$ cat config.mk
export PLATFORM = sky130hd
export DESIGN_NAME = multicycle_control
export DESIGN_NICKNAME = d
export VERILOG_FILES = /design/src/rtl/multicycle_control_pkg.sv /design/src/rtl/multicycle_control_alu_op_decoder.sv /design/src/rtl/multicycle_control.sv
export SDC_FILE = /design/constraint.sdc
export NUM_CORES = 1
export LEC_CHECK = 0
export BUFFER_PORTS_ARGS = -buffer_cell sky130_fd_sc_hd__buf_2
export CAP_MARGIN = 20
export CORE_MARGIN = 3
export CORE_UTILIZATION = 35
export CTS_CLUSTER_DIAMETER = 40
export DETAILED_ROUTE_END_ITERATION = 6
export SLEW_MARGIN = 15
export SYNTH_ARGS = -nofsm -noshare
export SYNTH_HDL_FRONTEND = slang
export SYNTH_SLANG_ARGS = --single-unit
$ cat constraint.sdc
create_clock -name clk -period 4.3 [get_ports clk]
set_clock_uncertainty 0.15 [all_clocks]
set_input_delay 0.43 -clock clk [delete_from_list [all_inputs] [get_ports clk]]
set_output_delay 0.43 -clock clk [all_outputs]
set_load 0.1 [all_outputs]
$ cat src/rtl/multicycle_control_pkg.sv
// Shared encodings for the multicycle MIPS control path: ALU ops, opcodes,
// funct codes, mux select codes and FSM state encodings.
package multicycle_control_pkg;

  localparam logic [2:0] ALU_AND  = 3'b000;
  localparam logic [2:0] ALU_OR   = 3'b001;
  localparam logic [2:0] ALU_ADD  = 3'b010;
  localparam logic [2:0] ALU_SUB  = 3'b011;
  localparam logic [2:0] ALU_SLLI = 3'b100;
  localparam logic [2:0] ALU_NOR  = 3'b101;

  localparam logic [5:0] OP_RTYPE = 6'b000000;
  localparam logic [5:0] OP_LW    = 6'b100011;
  localparam logic [5:0] OP_SW    = 6'b101011;
  localparam logic [5:0] OP_ADDI  = 6'b001000;
  localparam logic [5:0] OP_ORI   = 6'b001101;
  localparam logic [5:0] OP_BEQ   = 6'b000100;
  localparam logic [5:0] OP_BNE   = 6'b000101;
  localparam logic [5:0] OP_J     = 6'b000010;

  localparam logic [5:0] FN_ADD = 6'b100000;
  localparam logic [5:0] FN_SUB = 6'b100010;
  localparam logic [5:0] FN_AND = 6'b100100;
  localparam logic [5:0] FN_OR  = 6'b100101;
  localparam logic [5:0] FN_NOR = 6'b100111;
  localparam logic [5:0] FN_SLL = 6'b000000;

  localparam logic [1:0] SRCA_PC = 2'b00;
  localparam logic [1:0] SRCA_RS = 2'b01;
  localparam logic [1:0] SRCA_RT = 2'b10;

  localparam logic [2:0] SRCB_REGB    = 3'b000;
  localparam logic [2:0] SRCB_FOUR    = 3'b001;
  localparam logic [2:0] SRCB_SIMM    = 3'b010;
  localparam logic [2:0] SRCB_SIMM_SH = 3'b011;
  localparam logic [2:0] SRCB_ZIMM    = 3'b100;
  localparam logic [2:0] SRCB_SHAMT   = 3'b101;

  localparam logic [1:0] PCSRC_ALU    = 2'b00;
  localparam logic [1:0] PCSRC_ALUOUT = 2'b01;
  localparam logic [1:0] PCSRC_JUMP   = 2'b10;

  typedef enum logic [3:0] {
    S_RESET    = 4'd0,
    S_FETCH    = 4'd1,
    S_DECODE   = 4'd2,
    S_MEMADDR  = 4'd3,
    S_MEMREAD  = 4'd4,
    S_MEMWB    = 4'd5,
    S_MEMWRITE = 4'd6,
    S_RTYPE_EX = 4'd7,
    S_RTYPE_WB = 4'd8,
    S_IMM_EX   = 4'd9,
    S_IMM_WB   = 4'd10,
    S_BRANCH   = 4'd11,
    S_JUMP     = 4'd12
  } state_t;

endpackage

$ cat src/rtl/multicycle_control_alu_op_decoder.sv
// R-type funct decoder: ALU operation, shift-operand flag and legality.
// Purely combinational.
module alu_op_decoder
  import multicycle_control_pkg::*;
(
  input  logic [5:0] funct,
  output logic [2:0] alu_op,
  output logic       is_shift,
  output logic       legal
);

  always_comb begin
    alu_op   = ALU_AND;
    is_shift = 1'b0;
    legal    = 1'b1;
    case (funct)
      FN_ADD: alu_op = ALU_ADD;
      FN_SUB: alu_op = ALU_SUB;
      FN_AND: alu_op = ALU_AND;
      FN_OR:  alu_op = ALU_OR;
      FN_NOR: alu_op = ALU_NOR;
      FN_SLL: begin
        alu_op   = ALU_SLLI;
        is_shift = 1'b1;
      end
      default: legal = 1'b0;
    endcase
  end

endmodule

$ cat src/rtl/multicycle_control.sv
// Multicycle MIPS control FSM: Moore-decoded datapath controls per state,
// with the branch PC write qualified combinationally by the ALU Zero flag.
module multicycle_control
  import multicycle_control_pkg::*;
(
  input  logic       clk,
  input  logic       reset,
  input  logic [5:0] Opcode,
  input  logic [5:0] Funct,
  input  logic       Zero,
  output logic [2:0] ALUOperation,
  output logic [1:0] ALUSrcA,
  output logic [2:0] ALUSrcB,
  output logic [1:0] PCSource,
  output logic       PCWrite,
  output logic       IorD,
  output logic       MemRead,
  output logic       MemWrite,
  output logic       IRWrite,
  output logic       MemtoReg,
  output logic       RegDst,
  output logic       RegWrite,
  output logic       IllegalInstr
);

  state_t     state, next_state;
  logic [2:0] fn_op;
  logic       fn_shift, fn_legal;

  alu_op_decoder u_dec (
    .funct    (Funct),
    .alu_op   (fn_op),
    .is_shift (fn_shift),
    .legal    (fn_legal)
  );

  always_ff @(posedge clk or negedge reset) begin
    if (!reset) state <= S_RESET;
    else        state <= next_state;
  end

  always_comb begin
    next_state = S_RESET;
    case (state)
      S_RESET:  next_state = S_FETCH;
      S_FETCH:  next_state = S_DECODE;
      S_DECODE: begin
        case (Opcode)
          OP_LW, OP_SW:     next_state = S_MEMADDR;
          OP_RTYPE:         next_state = fn_legal ? S_RTYPE_EX : S_FETCH;
          OP_ADDI, OP_ORI:  next_state = S_IMM_EX;
          OP_BEQ, OP_BNE:   next_state = S_BRANCH;
          OP_J:             next_state = S_JUMP;
          default:          next_state = S_FETCH;
        endcase
      end
      S_MEMADDR:  next_state = (Opcode == OP_SW) ? S_MEMWRITE : S_MEMREAD;
      S_MEMREAD:  next_state = S_MEMWB;
      S_MEMWB:    next_state = S_FETCH;
      S_MEMWRITE: next_state = S_FETCH;
      S_RTYPE_EX: next_state = S_RTYPE_WB;
      S_RTYPE_WB: next_state = S_FETCH;
      S_IMM_EX:   next_state = S_IMM_WB;
      S_IMM_WB:   next_state = S_FETCH;
      S_BRANCH:   next_state = S_FETCH;
      S_JUMP:     next_state = S_FETCH;
      default:    next_state = S_RESET;
    endcase
  end

  always_comb begin
    ALUOperation = ALU_AND;
    ALUSrcA      = SRCA_PC;
    ALUSrcB      = SRCB_REGB;
    PCSource     = PCSRC_ALU;
    PCWrite      = 1'b0;
    IorD         = 1'b0;
    MemRead      = 1'b0;
    MemWrite     = 1'b0;
    IRWrite      = 1'b0;
    MemtoReg     = 1'b0;
    RegDst       = 1'b0;
    RegWrite     = 1'b0;
    IllegalInstr = 1'b0;
    case (state)
      S_FETCH: begin
        MemRead      = 1'b1;
        IRWrite      = 1'b1;
        ALUSrcB      = SRCB_FOUR;
        ALUOperation = ALU_ADD;
        PCWrite      = 1'b1;
      end
      S_DECODE: begin
        // Branch target is computed speculatively for every opcode.
        ALUSrcB      = SRCB_SIMM_SH;
        ALUOperation = ALU_ADD;
        case (Opcode)
          OP_LW, OP_SW, OP_ADDI, OP_ORI, OP_BEQ, OP_BNE, OP_J: IllegalInstr = 1'b0;
          OP_RTYPE: IllegalInstr = !fn_legal;
          default:  IllegalInstr = 1'b1;
        endcase
      end
      S_MEMADDR: begin
        ALUSrcA      = SRCA_RS;
        ALUSrcB      = SRCB_SIMM;
        ALUOperation = ALU_ADD;
      end
      S_MEMREAD: begin
        MemRead = 1'b1;
        IorD    = 1'b1;
      end
      S_MEMWB: begin
        RegWrite = 1'b1;
        MemtoReg = 1'b1;
      end
      S_MEMWRITE: begin
        MemWrite = 1'b1;
        IorD     = 1'b1;
      end
      S_RTYPE_EX: begin
        ALUOperation = fn_op;
        ALUSrcA      = fn_shift ? SRCA_RT : SRCA_RS;
        ALUSrcB      = fn_shift ? SRCB_SHAMT : SRCB_REGB;
      end
      S_RTYPE_WB: begin
        RegWrite = 1'b1;
        RegDst   = 1'b1;
      end
      S_IMM_EX: begin
        ALUSrcA      = SRCA_RS;
        ALUSrcB      = (Opcode == OP_ORI) ? SRCB_ZIMM : SRCB_SIMM;
        ALUOperation = (Opcode == OP_ORI) ? ALU_OR : ALU_ADD;
      end
      S_IMM_WB: RegWrite = 1'b1;
      S_BRANCH: begin
        ALUSrcA      = SRCA_RS;
        ALUSrcB      = SRCB_REGB;
        ALUOperation = ALU_SUB;
        PCSource     = PCSRC_ALUOUT;
        PCWrite      = (Opcode == OP_BNE) ? !Zero : Zero;
      end
      S_JUMP: begin
        PCSource = PCSRC_JUMP;
        PCWrite  = 1'b1;
      end
      default: ;
    endcase
  end

endmodule
Word level (Yosys, flattened, before mapping)
Index checks and enable logic that the tools add are counted.
{"block": "op_classes", "eq_ne": 24, "muxes": 26, "reduce_logical": 17}
{"cell": "6-bit == test (second input constant)", "count": 7}
{"cell": "3-bit one-hot mux with 5 select lines", "count": 2}
{"cell": "4-bit one-hot mux with 7 select lines", "count": 1}
{"cell": "4-bit == test (second input constant)", "count": 5}
{"cell": "4-bit one-hot mux with 5 select lines", "count": 1}
{"cell": "4-bit by 3-bit == test with 1-bit output (second input constant)", "count": 4}
{"cell": "7-bit OR reduction", "count": 2}
{"cell": "6-bit by 3-bit == test with 1-bit output (second input constant)", "count": 2}
{"cell": "6-bit by 4-bit == test with 1-bit output (second input constant)", "count": 2}
{"cell": "6-bit zero test", "count": 2}
{"cell": "3-bit one-hot mux with 4 select lines", "count": 1}
{"cell": "2-bit OR reduction", "count": 6}
{"cell": "1-bit 2-to-1 mux", "count": 11}
{"cell": "3-bit 2-to-1 mux", "count": 3}
{"cell": "3-bit OR reduction", "count": 3}
{"cell": "4-bit by 2-bit == test with 1-bit output (second input constant)", "count": 2}
{"cell": "2-bit one-hot mux with 2 select lines", "count": 2}
{"cell": "6-bit by 2-bit == test with 1-bit output (second input constant)", "count": 1}
{"cell": "2-bit 2-to-1 mux", "count": 3}
{"cell": "6-bit OR reduction", "count": 1}
{"cell": "4-bit by 1-bit == test with 1-bit output (second input constant)", "count": 1}
{"cell": "4-bit zero test", "count": 1}
{"cell": "1-bit one-hot mux with 2 select lines", "count": 2}
{"cell": "1-bit zero test", "count": 2}
{"block": "word_totals", "regBits": 4, "inputBits": 15, "out_inout_bits": 19, "word_cells": 68}

Depth between registers and ports, before layout
{"block": "logic_depth", "depth_word": 6, "depth_mapped": 5, "depth_no_buf": 4}

Cells and area by module
Synthesis repeated with hierarchy kept, for this count alone.
{"block": "unflattened", "cells_unflattened": 104, "area_unflattened_um2": 726.9}
{"mod": "multicycle_control", "n_inst": 1, "cells_each": 87, "area_per_inst_um2": 624.3, "seq_area_each_um2": 100.1}
{"mod": "alu_op_decoder", "n_inst": 1, "cells_each": 17, "area_per_inst_um2": 102.6, "seq_area_each_um2": 0.0}

Worst setup path before layout
No wires, ideal clock.
{"block": "synth_timing", "kind": "register -> output", "startpoint": "register state[2]", "endpoint": "output port PCWrite", "arrival_time_ns": 3.536, "t_required_ns": 3.720, "path_slack_ns": 0.184, "path_stages_with_launch": 4, "n_path_buf": 1, "cell_sequence": "dfrtp_1 -> buf_1 -> nor3_1 -> a211o_1"}
{"block": "synth_via", "elab_chain_len": 3, "word_cells_on_any_way": 5}
{"item": "start, declared", "line_no": "multicycle_control.sv:26", "source": "state_t state, next_state;"}
{"item": "start signal, assigned", "line_no": "multicycle_control.sv:39", "source": "else state <= next_state;"}
{"item": "4-bit == test / 4-bit by 1-bit == test with 1-bit output (equally long branches)", "line_no": "multicycle_control.sv:85", "source": "case (state)"}
{"item": "2-bit OR reduction (no line)"}
{"item": "1-bit one-hot mux with 2 select lines *", "line_no": "multicycle_control.sv:85"}
{"item": "end, declared", "line_no": "multicycle_control.sv:15", "source": "output logic PCWrite,"}
Mark *: on every way between the ends. The rest lies on a longest branch, timed or not.

Worst setup path in the final report
{"block": "layout_timing", "startpoint": "input port Funct[1]", "endpoint": "output port ALUSrcB[0]"}
{"block": "layout_via", "elab_chain_len": 4}
{"item": "start, declared", "line_no": "multicycle_control.sv:9", "source": "input logic [5:0] Funct,"}
{"item": "6-bit zero test", "line_no": "multicycle_control_alu_op_decoder.sv:16", "source": "case (funct)"}
{"item": "1-bit 2-to-1 mux", "line_no": "multicycle_control_alu_op_decoder.sv:16"}
{"item": "3-bit 2-to-1 mux", "line_no": "multicycle_control.sv:123", "source": "ALUSrcB = fn_shift ? SRCB_SHAMT : SRCB_REGB;"}
{"item": "3-bit one-hot mux with 5 select lines", "line_no": "multicycle_control.sv:85"}
{"item": "end, declared", "line_no": "multicycle_control.sv:13", "source": "output logic [2:0] ALUSrcB,"}
Every way passes these cells.

==> impl_metrics.json <==
{
  "first_pass_grt_wire_length_mm": 3.40,
  "sequential_area_share_after_synthesis": 0.142,
  "number_of_instances_in_the_synthesized_netlist": 107,
  "first_global_vias": 796,
  "detailed_place_hpwl_mm": 1.60,
  "critPathKind": "in2out",
  "top_register": "state",
  "largest_register_ffs": 4,
  "wl_mm": 2.04,
  "synth_cell_types": 37,
  "die_w_um": 50.9,
  "globalRouteTotalUtil": 0.165,
  "antenna_found_initial": 0,
  "insertedDiodeCount": 0,
  "fillers": 211,
  "timing.final.setup_violations": 0,
  "grt.overflow.total": 0,
  "routabilityCongestion": 0.812,
  "worst_skew_pair.late_latency_ns": 0.24,
  "post_route_cells_drive_above_1_share": 0.290,
  "detailedRoute.firstPassIterationCount": 4,
  "synth_edf_count": 0,
  "detail_route.vias_per_cell": 5.48,
  "remaining_drc_errors": 0,
  "timing.final.max_slew_violations": 0,
  "syn_avg_cell_area_um2": 6.58,
  "postSynthNetCount": 122,
  "tritoncts.num_buffers": 3,
  "fmaxAchievable_mhz": 364,
  "max-slew-margin-rel": 0.676,
  "timing.critical_path.from_type": "primary input",
  "regToRegSetupSlack_ns": 2.31,
  "critical_path.most_common_cell": "sky130_fd_sc_hd__buf_2",
  "synth_ff_type": "sky130_fd_sc_hd__dfrtp_1",
  "die-area_um2": 2590,
  "die_h_um": 50.9,
  "yosys.area.top_type_share": 0.142,
  "final_min_period_ns": 2.75,
  "cap_violations": 0,
  "nets": 155,
  "clock_tree.root_cell": "sky130_fd_sc_hd__clkbuf_4",
  "synth_area_um2": 704,
  "clk_transition_reported_paths_ns": 0.04,
  "clock_path_buffers": 2,
  "multi_input_gate_area_in_the_final_layout_um2": 559,
  "final.period_utilization": 0.639,
  "num_io_pins": 34,
  "status": "finished, final reports clean",
  "top_regs": "state (4)",
  "rows": 15,
  "detailedRoute.firstIterationViolations": 19,
  "ctsHtreeMaxLevel": 1,
  "area_growth_pct": 28.2,
  "synth.ff_latch_count": 4,
  "seq_area_um2": 100,
  "post_cts.repair.setup_buffers": 0,
  "tritoncts": "done",
  "synth-warning-count": 0,
  "endpoint_kind": "primary output",
  "asyncSetResetFlopFracSynth": 1.00,
  "floorplan.initialDensity": 0.387,
  "holdCritPathClass": "in2async",
  "tns_ns": 0,
  "cts.sink_count": 4,
  "crit_arrival_ns": 2.17,
  "final_hold_viol_count": 0,
  "rsz0062_at_grt": "no",
  "slowest_delay_ns": 0.53,
  "route.antenna.remaining_nets": 0,
  "synth_largest_area_cell": "sky130_fd_sc_hd__dfrtp_1",
  "grt_max_degree": 17,
  "port-buffer-count": 33,
  "drt-wirelength-per-cell_um": 12.5,
  "max_slew.worst_pin.slew_ns": 0.489,
  "critical_path.max_fanout": 4,
  "critical_path.cell_chain": "buf_2 -> or4_1 -> nor3_1 -> nand4_1 -> a21oi_1 -> buf_2",
  "fp.coreArea_um2": 1820,
  "vias": 894,
  "timing.reg2reg.worst_path_depth": 4,
  "crit_path_top_delay_cell": "sky130_fd_sc_hd__or4_1",
  "ys_top_cells_by_area": "sky130_fd_sc_hd__dfrtp_1, sky130_fd_sc_hd__nor2_1, sky130_fd_sc_hd__a21oi_1",
  "cp_data_required_time_ns": 3.72
}
-- path summary, 6_finish.rpt --
check,startpoint,endpoint
worst min-delay path,reset,state[2]
max in group asynchronous,reset,state[3]
worst min register to register,state[2],state[0]
worst max register to register,state[3],state[2]
worst max-delay path,Funct[1],ALUSrcB[0]
min in group clk,Opcode[4],state[3]
-- repair_timing --
item,4_1_cts,5_1_grt
hold endpoints to repair,4,0
hold buffers,1,0
gates resized for setup,0,0
-- kinds of logic after synthesis --
kind of cell,Yosys count,share of synthesized area
AOI/OAI and AO/OA,32,0.300
DFF,4,0.142
adders and majority gates,1,0.0160
xor gates and xnor gates,3,0.0373
buffers and inverters,10,0.0639
and+or+nand+nor,57,0.441
-- stage by stage --
stage	hold WS (ns)	util	instance area [um2]	setup WS [ns]	std cells
after floorplan	-0.0156	-	704	0.184	107
after CTS	0.370	0.496	903	1.56	163
final	0.373	0.496	903	1.55	163
after detailed placement	0.0908	0.478	871	1.56	159
after global placement	0.0857	0.478	871	1.60	159
after global routing	0.383	0.496	903	1.38	163
-- cells in the final DEF (no fill, tap or decap), drive strengths merged, types with 4 or more instances in the layout --
cell    instances
buf            33
nor2           14
a21oi          10
o21ai           7
nor3            5
nand2           5
nand4           5
nand3           5
nand2b          4
nor2b           4
dfrtp           4
inv             4
-- metal layers --
| metal | track usage | wire length (um) | part of all wire |
|---|---|---|---|
| met3 | 0.0408 | 119 | 0.058 |
| met4 | 0.0135 | 0 | 0 |
| met5 | 0 | 0 | 0 |
| met2 | 0.293 | 975 | 0.48 |
| met1 | 0.207 | 945 | 0.46 |
-- critical path, delay by kind of cell --
family                 cells  cell delay [ns]
AND/OR/NAND/NOR            3             1.01
AO/OA/AOI/OAI              1             0.17
buffers and inverters      2             0.56
-- cell type report --
cell class | instances | share of cell area
Inverter | 4 | 0.0166
Clock buffer | 3 | 0.0249
Sequential cell | 4 | 0.111
Timing Repair Buffer | 34 | 0.194
Tap cell | 25 | 0.0346
Multi-Input combinational cell | 93 | 0.619
-- synth_stat cells, types with 2 or more instances --
library cell / instances
sky130_fd_sc_hd__nor2b_1: 4
sky130_fd_sc_hd__o32ai_1: 2
sky130_fd_sc_hd__or3_1: 3
sky130_fd_sc_hd__a211o_1: 3
sky130_fd_sc_hd__nor2_1: 14
sky130_fd_sc_hd__and3b_1: 2
sky130_fd_sc_hd__o21ai_1: 6
sky130_fd_sc_hd__nand3_1: 5
sky130_fd_sc_hd__clkbuf_1: 4
sky130_fd_sc_hd__nand2b_1: 4
sky130_fd_sc_hd__nand4_1: 5
sky130_fd_sc_hd__and3_1: 2
sky130_fd_sc_hd__and2_1: 2
sky130_fd_sc_hd__dfrtp_1: 4
sky130_fd_sc_hd__inv_1: 3
sky130_fd_sc_hd__a21oi_1: 10
sky130_fd_sc_hd__xnor2_1: 3
sky130_fd_sc_hd__nor3_1: 5
sky130_fd_sc_hd__nand2_1: 5
sky130_fd_sc_hd__a31oi_1: 3
sky130_fd_sc_hd__a21boi_0: 2
Power is not shown: default switching activity piles up to over one toggle a cycle in this logic, so the estimate is an artifact.
